--- src/rtl/mem_port_arbiter_pkg.sv ---
// Shared types for the BRAM port arbiter: FSM state encoding and requester IDs.
package mem_port_arbiter_pkg;

  localparam int unsigned ADDR_W_DEF = 14;
  localparam int unsigned DATA_W_DEF = 32;

  typedef enum logic [1:0] {
    ST_IDLE   = 2'd0,
    ST_ACCESS = 2'd1,
    ST_RESP   = 2'd2
  } arb_state_e;

  typedef enum logic {
    REQ_FETCH = 1'b0,
    REQ_DATA  = 1'b1
  } req_id_e;

endpackage

--- src/rtl/mem_port_arbiter_if.sv ---
// Requester and BRAM-side signals of the arbiter, bundled for port connection.
interface mem_port_arbiter_if #(
  parameter int ADDR_W = 14,
  parameter int DATA_W = 32
);
  localparam int MASK_W = DATA_W / 8;

  logic              i_f_req;
  logic [ADDR_W-1:0] i_f_addr;
  logic              o_f_gnt;
  logic              o_f_rvalid;
  logic [DATA_W-1:0] o_f_rdata;

  logic              i_d_req;
  logic              i_d_we;
  logic [ADDR_W-1:0] i_d_addr;
  logic [DATA_W-1:0] i_d_wdata;
  logic [MASK_W-1:0] i_d_wmask;
  logic              o_d_gnt;
  logic              o_d_rvalid;
  logic [DATA_W-1:0] o_d_rdata;

  logic              o_mem_en;
  logic              o_mem_we;
  logic [MASK_W-1:0] o_mem_wmask;
  logic [ADDR_W-1:0] o_mem_addr;
  logic [DATA_W-1:0] o_mem_wdata;
  logic [DATA_W-1:0] i_mem_rdata;

  modport slave (
    input  i_f_req, i_f_addr,
    output o_f_gnt, o_f_rvalid, o_f_rdata,
    input  i_d_req, i_d_we, i_d_addr, i_d_wdata, i_d_wmask,
    output o_d_gnt, o_d_rvalid, o_d_rdata,
    output o_mem_en, o_mem_we, o_mem_wmask, o_mem_addr, o_mem_wdata,
    input  i_mem_rdata
  );

  modport master (
    output i_f_req, i_f_addr,
    input  o_f_gnt, o_f_rvalid, o_f_rdata,
    output i_d_req, i_d_we, i_d_addr, i_d_wdata, i_d_wmask,
    input  o_d_gnt, o_d_rvalid, o_d_rdata,
    input  o_mem_en, o_mem_we, o_mem_wmask, o_mem_addr, o_mem_wdata,
    output i_mem_rdata
  );

endinterface

--- src/rtl/mem_port_arbiter_rr_pick2.sv ---
// Two-input round-robin picker: on a tie the requester not served last wins.
module rr_pick2
  import mem_port_arbiter_pkg::*;
(
  input  logic    req_f,
  input  logic    req_d,
  input  req_id_e last_grant,
  output logic    valid,
  output req_id_e winner
);

  // Select the winner among the asserted requests.
  always_comb begin
    valid  = req_f | req_d;
    winner = REQ_FETCH;
    if (req_f && req_d) begin
      if (last_grant == REQ_FETCH) begin
        winner = REQ_DATA;
      end else begin
        winner = REQ_FETCH;
      end
    end else if (req_d) begin
      winner = REQ_DATA;
    end else begin
      winner = REQ_FETCH;
    end
  end

endmodule

--- src/rtl/mem_port_arbiter.sv ---
// Shares one word-addressed BRAM port between instruction fetch and load/store,
// with round-robin arbitration and a single access in flight.
module mem_port_arbiter
  import mem_port_arbiter_pkg::*;
#(
  parameter int ADDR_W = 14,
  parameter int DATA_W = 32
) (
  input  logic               i_clk,
  input  logic               i_rst,
  mem_port_arbiter_if.slave  bus
);

  localparam int MASK_W = DATA_W / 8;

  arb_state_e        state_r;
  arb_state_e        state_next_s;
  req_id_e           last_grant_r;
  req_id_e           owner_r;
  req_id_e           winner_s;
  logic              pick_valid_s;
  logic              grant_s;
  logic              grant_write_s;
  logic              rd_r;

  logic              f_gnt_r;
  logic              d_gnt_r;
  logic              f_rvalid_r;
  logic              d_rvalid_r;
  logic              mem_en_r;
  logic              mem_we_r;
  logic [MASK_W-1:0] mem_wmask_r;
  logic [ADDR_W-1:0] mem_addr_r;
  logic [DATA_W-1:0] mem_wdata_r;
  logic [DATA_W-1:0] f_rdata_s;
  logic [DATA_W-1:0] d_rdata_s;

  rr_pick2 u_pick (
    .req_f      (bus.i_f_req),
    .req_d      (bus.i_d_req),
    .last_grant (last_grant_r),
    .valid      (pick_valid_s),
    .winner     (winner_s)
  );

  // A grant can only issue when no command is on the memory port this cycle.
  always_comb begin
    grant_s       = 1'b0;
    grant_write_s = 1'b0;
    if (state_r != ST_ACCESS) begin
      grant_s       = pick_valid_s;
      grant_write_s = pick_valid_s && (winner_s == REQ_DATA) && bus.i_d_we;
    end else begin
      grant_s       = 1'b0;
      grant_write_s = 1'b0;
    end
  end

  // FSM state register.
  always_ff @(posedge i_clk or posedge i_rst) begin
    if (i_rst) begin
      state_r <= ST_IDLE;
    end else begin
      state_r <= state_next_s;
    end
  end

  // FSM next-state logic.
  always_comb begin
    state_next_s = state_r;
    case (state_r)
      ST_IDLE: begin
        if (grant_s) begin
          state_next_s = ST_ACCESS;
        end else begin
          state_next_s = ST_IDLE;
        end
      end
      ST_ACCESS: begin
        if (rd_r) begin
          state_next_s = ST_RESP;
        end else begin
          state_next_s = ST_IDLE;
        end
      end
      ST_RESP: begin
        if (grant_s) begin
          state_next_s = ST_ACCESS;
        end else begin
          state_next_s = ST_IDLE;
        end
      end
      default: state_next_s = ST_IDLE;
    endcase
  end

  // Memory command, grant pulses and ownership of the access in flight.
  always_ff @(posedge i_clk or posedge i_rst) begin
    if (i_rst) begin
      mem_en_r     <= 1'b0;
      mem_we_r     <= 1'b0;
      mem_wmask_r  <= {MASK_W{1'b0}};
      mem_addr_r   <= {ADDR_W{1'b0}};
      mem_wdata_r  <= {DATA_W{1'b0}};
      f_gnt_r      <= 1'b0;
      d_gnt_r      <= 1'b0;
      owner_r      <= REQ_FETCH;
      last_grant_r <= REQ_DATA;
      rd_r         <= 1'b0;
    end else if (grant_s) begin
      mem_en_r     <= 1'b1;
      f_gnt_r      <= (winner_s == REQ_FETCH);
      d_gnt_r      <= (winner_s == REQ_DATA);
      owner_r      <= winner_s;
      last_grant_r <= winner_s;
      rd_r         <= !grant_write_s;
      if (winner_s == REQ_DATA) begin
        mem_addr_r <= bus.i_d_addr;
      end else begin
        mem_addr_r <= bus.i_f_addr;
      end
      // Write fields are zeroed for reads so a read never carries stale enables.
      if (grant_write_s) begin
        mem_we_r    <= 1'b1;
        mem_wmask_r <= bus.i_d_wmask;
        mem_wdata_r <= bus.i_d_wdata;
      end else begin
        mem_we_r    <= 1'b0;
        mem_wmask_r <= {MASK_W{1'b0}};
        mem_wdata_r <= {DATA_W{1'b0}};
      end
    end else begin
      mem_en_r    <= 1'b0;
      mem_we_r    <= 1'b0;
      mem_wmask_r <= {MASK_W{1'b0}};
      f_gnt_r     <= 1'b0;
      d_gnt_r     <= 1'b0;
    end
  end

  // Read-valid pulses land in the cycle the BRAM presents the data.
  always_ff @(posedge i_clk or posedge i_rst) begin
    if (i_rst) begin
      f_rvalid_r <= 1'b0;
      d_rvalid_r <= 1'b0;
    end else begin
      f_rvalid_r <= (state_r == ST_ACCESS) && rd_r && (owner_r == REQ_FETCH);
      d_rvalid_r <= (state_r == ST_ACCESS) && rd_r && (owner_r == REQ_DATA);
    end
  end

  // Route BRAM read data to the owner of the response; the other side reads 0.
  always_comb begin
    f_rdata_s = {DATA_W{1'b0}};
    d_rdata_s = {DATA_W{1'b0}};
    if (f_rvalid_r) begin
      f_rdata_s = bus.i_mem_rdata;
    end else if (d_rvalid_r) begin
      d_rdata_s = bus.i_mem_rdata;
    end else begin
      f_rdata_s = {DATA_W{1'b0}};
      d_rdata_s = {DATA_W{1'b0}};
    end
  end

  assign bus.o_f_gnt     = f_gnt_r;
  assign bus.o_f_rvalid  = f_rvalid_r;
  assign bus.o_f_rdata   = f_rdata_s;
  assign bus.o_d_gnt     = d_gnt_r;
  assign bus.o_d_rvalid  = d_rvalid_r;
  assign bus.o_d_rdata   = d_rdata_s;
  assign bus.o_mem_en    = mem_en_r;
  assign bus.o_mem_we    = mem_we_r;
  assign bus.o_mem_wmask = mem_wmask_r;
  assign bus.o_mem_addr  = mem_addr_r;
  assign bus.o_mem_wdata = mem_wdata_r;

endmodule

--- src/flat_wrapper.sv ---
// flat-port wrapper written by rule: the top's interface ports become plain ports
module mem_port_arbiter_flat import mem_port_arbiter_pkg::*;
#(
  parameter int ADDR_W = 14,
  parameter int DATA_W = 32
)
  (i_clk, i_rst, bus_i_f_req, bus_i_f_addr, bus_o_f_gnt, bus_o_f_rvalid, bus_o_f_rdata, bus_i_d_req, bus_i_d_we, bus_i_d_addr, bus_i_d_wdata, bus_i_d_wmask, bus_o_d_gnt, bus_o_d_rvalid, bus_o_d_rdata, bus_o_mem_en, bus_o_mem_we, bus_o_mem_wmask, bus_o_mem_addr, bus_o_mem_wdata, bus_i_mem_rdata);
  mem_port_arbiter_if #(.ADDR_W(ADDR_W), .DATA_W(DATA_W)) bus_i ();
  input  logic i_clk;
  input  logic i_rst;
  input wire logic [$bits(bus_i.i_f_req)-1:0] bus_i_f_req;
  input wire logic [$bits(bus_i.i_f_addr)-1:0] bus_i_f_addr;
  output wire logic [$bits(bus_i.o_f_gnt)-1:0] bus_o_f_gnt;
  output wire logic [$bits(bus_i.o_f_rvalid)-1:0] bus_o_f_rvalid;
  output wire logic [$bits(bus_i.o_f_rdata)-1:0] bus_o_f_rdata;
  input wire logic [$bits(bus_i.i_d_req)-1:0] bus_i_d_req;
  input wire logic [$bits(bus_i.i_d_we)-1:0] bus_i_d_we;
  input wire logic [$bits(bus_i.i_d_addr)-1:0] bus_i_d_addr;
  input wire logic [$bits(bus_i.i_d_wdata)-1:0] bus_i_d_wdata;
  input wire logic [$bits(bus_i.i_d_wmask)-1:0] bus_i_d_wmask;
  output wire logic [$bits(bus_i.o_d_gnt)-1:0] bus_o_d_gnt;
  output wire logic [$bits(bus_i.o_d_rvalid)-1:0] bus_o_d_rvalid;
  output wire logic [$bits(bus_i.o_d_rdata)-1:0] bus_o_d_rdata;
  output wire logic [$bits(bus_i.o_mem_en)-1:0] bus_o_mem_en;
  output wire logic [$bits(bus_i.o_mem_we)-1:0] bus_o_mem_we;
  output wire logic [$bits(bus_i.o_mem_wmask)-1:0] bus_o_mem_wmask;
  output wire logic [$bits(bus_i.o_mem_addr)-1:0] bus_o_mem_addr;
  output wire logic [$bits(bus_i.o_mem_wdata)-1:0] bus_o_mem_wdata;
  input wire logic [$bits(bus_i.i_mem_rdata)-1:0] bus_i_mem_rdata;
  assign bus_i.i_f_req = bus_i_f_req;
  assign bus_i.i_f_addr = bus_i_f_addr;
  assign bus_o_f_gnt = bus_i.o_f_gnt;
  assign bus_o_f_rvalid = bus_i.o_f_rvalid;
  assign bus_o_f_rdata = bus_i.o_f_rdata;
  assign bus_i.i_d_req = bus_i_d_req;
  assign bus_i.i_d_we = bus_i_d_we;
  assign bus_i.i_d_addr = bus_i_d_addr;
  assign bus_i.i_d_wdata = bus_i_d_wdata;
  assign bus_i.i_d_wmask = bus_i_d_wmask;
  assign bus_o_d_gnt = bus_i.o_d_gnt;
  assign bus_o_d_rvalid = bus_i.o_d_rvalid;
  assign bus_o_d_rdata = bus_i.o_d_rdata;
  assign bus_o_mem_en = bus_i.o_mem_en;
  assign bus_o_mem_we = bus_i.o_mem_we;
  assign bus_o_mem_wmask = bus_i.o_mem_wmask;
  assign bus_o_mem_addr = bus_i.o_mem_addr;
  assign bus_o_mem_wdata = bus_i.o_mem_wdata;
  assign bus_i.i_mem_rdata = bus_i_mem_rdata;
  mem_port_arbiter #(.ADDR_W(ADDR_W), .DATA_W(DATA_W)) u_core (.i_clk(i_clk), .i_rst(i_rst), .bus(bus_i));
endmodule
--- config.mk ---
export PLATFORM = sky130hd
export DESIGN_NAME = mem_port_arbiter_flat
export DESIGN_NICKNAME = d
export VERILOG_FILES = /design/src/rtl/mem_port_arbiter_pkg.sv /design/src/rtl/mem_port_arbiter_if.sv /design/src/rtl/mem_port_arbiter_rr_pick2.sv /design/src/rtl/mem_port_arbiter.sv /design/src/flat_wrapper.sv
export SDC_FILE = /design/constraint.sdc
export NUM_CORES = 1
export LEC_CHECK = 0
export ABC_AREA = 1
export CORE_MARGIN = 2
export CORE_UTILIZATION = 36
export CTS_BUF_LIST = sky130_fd_sc_hd__clkbuf_2
export CTS_CLUSTER_DIAMETER = 50
export DETAILED_ROUTE_END_ITERATION = 6
export PLACE_DENSITY = 0.83
export SLEW_MARGIN = 10
export SYNTH_ARGS = -nofsm -noshare
export SYNTH_HDL_FRONTEND = slang
export SYNTH_HIERARCHICAL = 1
export SYNTH_SLANG_ARGS = --single-unit
--- constraint.sdc ---
create_clock -name i_clk -period 2.05 [get_ports i_clk]
set_input_delay 0.41 -clock i_clk [delete_from_list [all_inputs] [get_ports i_clk]]
set_output_delay 0.41 -clock i_clk [all_outputs]
set_load 0.05 [all_outputs]
==> implementation parameters <==
Parameter                              Value

Hold path
  Worst min-delay path class ... input pin to async pin

Placement
  Final weighted congestion in routability-driven placement ... 0.8800
  Number of buffers inserted by port buffering ... 220
  Sum of net half-perimeters after detailed placement ... 8753 um
  Placed standard-cell area ... 6086 um^2

Clock tree
  Clock tree from TritonCTS ... built
  Clock buffers created by TritonCTS ... 9
  Clk sink count ... 61
  Clock tree buffer depth ... 2
  Clock transition at the register clock pins on the worst setup and hold paths after CTS ... 0.19 ns
  Level count of the clock H-tree ... 3
  Clk root buf ... clkbuf_2
  Worst-Skew Late Latency ... 0.46 ns

Routing
  DRT Pass-1 Iters ... 5
  Drt initial violations ... 119
  Residual DRC count ... 0
  Detail-routed via count per cell ... 4.654
  Number of vias after detailed routing ... 3528
  Routed wire length per instance ... 14.45 um
  Total routed wirelength ... 10960 um
  Number of nets with antenna violations after detailed routing ... 0

Worst setup path
  Required time of the critical path ... 1.64 ns
  Critical Path End Type ... primary output
  Slowest cell delay on critical path ... 0.44 ns
  Most Frequent Cell on Critical Path ... buf_12
  CP bufs+invs ... 2
  Arrival time worst endpoint ... 1.50 ns
  Element type at the critical path start ... flop
  Crit-path slowest cell ... dfrtp_2
  Delay-heaviest family, CP ... flip-flops
  Crit Path Class ... flop to primary output
  Critical path, cell by cell ... buf_12 -> nor2_1 -> buf_12
  Largest fanout on the critical path ... 65

Layout
  Post-layout net count ... 749
  Ant. Diodes ... 0
  Leading cell types in the layout, fill and taps excluded ... nand2_1, clkdlybuf4s50_1, buf_12, dfrtp_1, dlygate4sd2_1
  Most common cell after layout, fill and taps aside ... nand2_1
  Fraction of final layout cells sized beyond drive strength 1 ... 17.46%
  Synth-to-layout area growth ... 99.51%
  Final Cell Area ... 6166 um^2
  Final core utilization ... 74.67%

Synth
  Share of Yosys cell area claimed by the top area cell type ... 48.58%
  Count of distinct cell types in the synthesized netlist ... 21
  Netlist Area Pre-Place ... 3090 um^2
  Number of storage elements in the synthesis netlist ... 61
  Post-synthesis cell count ... 434
  Synth area leader ... dfrtp_1
  Post-synthesis average cell area ... 7.121 um^2
  Mapped Nets ... 535
  Sequential element share of the synthesized area ... 49.43%
  Area contributors post-synth ... dfrtp_1, nand2_1, inv_1, nand3_1, nor2_1
  Total number of yosys warnings ... 6

Die
  Area enclosed by the die boundary ... 9342 um^2
  FP Rows ... 33
  Die boundary height ... 96.66 um
  Placeable core area ... 8258 um^2
  Number of top-level design ports ... 221
  Starting density of the core ... 37.42%
  Die span in x ... 96.66 um

Power
  Internal power of the cells ... 2.688 mW
  Switch share ... 45.49%
  Switching power ... 2.243 mW
  Combinational Power Share ... 51.7%
  Power Total ... 4.930 mW
  Sequential group share of total power ... 31.4%
  Power density over the cells ... 799.6 nW/um^2
  Worst vdd ir ... 0.4965 mV
  Portion of total power attributed to the clock network ... 16.9%
  Static Leak ... 3.372 nW

Timing
  Final period demand of the worst path ... 1.912 ns
  Count of pins over their slew limit ... 0
  RSZ-0062 raised after global routing ... no
  Slew Limit Headroom ... 63.51%
  Final Setup Violations ... 0
  Hold violation count in the final report ... 0
  Maximum clock skew at final layout ... 0.02839 ns
  Highest clock frequency the design can meet ... 523.1 MHz
  Transition time at the pin with the least slew margin ... 0.5495 ns
  Ratio of final minimum period to clock period ... 93.25%

Global routing
  First-pass GRT wire length ... 17300 um
  Largest net degree at the start of global routing ... 66
  Residual overflow from global routing ... 0
  Via count of the first global-routing pass ... 3359
  Total Routing Usage GR ... 23.28%
  Initial antenna violation count ... 0

Run status
  Run status ... complete, no violations

Job
  Count of maximum capacitance violations ... 0
## registers in the layout (all words and copies together), names as in the netlist
signal / flops
u_core/bus.o_d_gnt: 1
u_core/bus.o_mem_addr: 14
u_core/bus.o_d_rvalid: 1
u_core/state_r: 2
u_core/owner_r: 1
u_core/last_grant_r: 1
u_core/bus.o_mem_en: 1
u_core/bus.o_mem_wmask: 4
u_core/rd_r: 1
u_core/bus.o_f_gnt: 1
u_core/bus.o_mem_wdata: 32
u_core/bus.o_mem_we: 1
u_core/bus.o_f_rvalid: 1
## worst reg2reg max path: stages (launching register included)
cell     delay, ns
dfrtp_1       0.46
nand2_1       0.16
buf_4         0.40
nand2_1       0.21
nor2_1        0.15
## worst paths after layout
check | slack (ns) | cells after the start | endpoint | startpoint
worst max-delay path | 0.14 | 3 | bus_o_d_rdata[6] | u_core/bus.o_f_rvalid
worst min-delay path | 0.28 | 3 | u_core/bus.o_mem_wdata[7] | i_rst
worst max register to register | 0.59 | 4 | u_core/bus.o_mem_wmask[3] | u_core/state_r[0]
worst min register to register | 0.46 | 1 | u_core/bus.o_f_rvalid | u_core/owner_r
max in group asynchronous | 1.41 | 3 | u_core/last_grant_r | i_rst
min in group i_clk | 0.46 | 1 | u_core/bus.o_f_rvalid | u_core/owner_r
## power by group through the flow
stage               registers, mW  logic (mW)  clock network, mW
global placement             1.57        2.63                  0
floorplan                    2.23       0.926                  0
global route                 1.58        2.69              0.912
finish                       1.55        2.55              0.836
CTS                          1.55        2.56              0.860
detailed placement           1.57        2.69                  0
## logic make-up after synthesis
family / after synthesis / synth area share, %
AOI/OAI and AO/OA: 2 / 0.6882
and+or+nand+nor: 300 / 39.31
DFF: 61 / 49.43
buffers and inverters: 71 / 10.57
## per-layer routing
layer / GRT usage, % / vias to the layer above / wire, um
li1: - / 1711 / -
met1: 26.30 / 1630 / 4168
met2: 41.77 / 160 / 5773
met3: 5.130 / 27 / 671
met4: 10.51 / 0 / 342
met5: 0 / - / 0
## final cells by class
| type | count | area (um^2) |
|---|---|---|
| clock buffer | 9 | 45.04 |
| clock inverter | 7 | 90.09 |
| fill | 609 | 2092 |
| inverter | 45 | 168.9 |
| multi-input combinational | 302 | 1264 |
| sequential | 61 | 1529 |
| tap | 105 | 131.4 |
| timing repair buffer | 229 | 2938 |
## cell usage after synthesis (all sizes together)
library cell and count:
clkbuf 5, buf 21, nor3b 1, nor2 40, inv 45, or2 1, nand2 222, a21oi 2
nor3 1, nand3 35, dfstp 1, dfrtp 60
## per-stage QoR
| step | hold WS [ns] | cells | setup TNS [ns] | setup WS (ns) |
|---|---|---|---|---|
| 2_1_floorplan | 0.4195 | 434 | -1.496 | -0.07195 |
| 3_3_place_gp | 0.4311 | 742 | 0 | 0.1864 |
| 3_5_place_dp | 0.4438 | 742 | 0 | 0.1189 |
| 4_1_cts | 0.2565 | 758 | 0 | 0.04627 |
| 5_1_grt | 0.2381 | 758 | 0 | 0.004536 |
| 6_report | 0.2845 | 758 | 0 | 0.1384 |
## timing repair
item,CTS,global route
setup endpoints to repair,70,23
buffers inserted,0,0
hold buffers,0,0
resized for setup,55,2
Note: power is estimated with default switching activity, not from simulation.
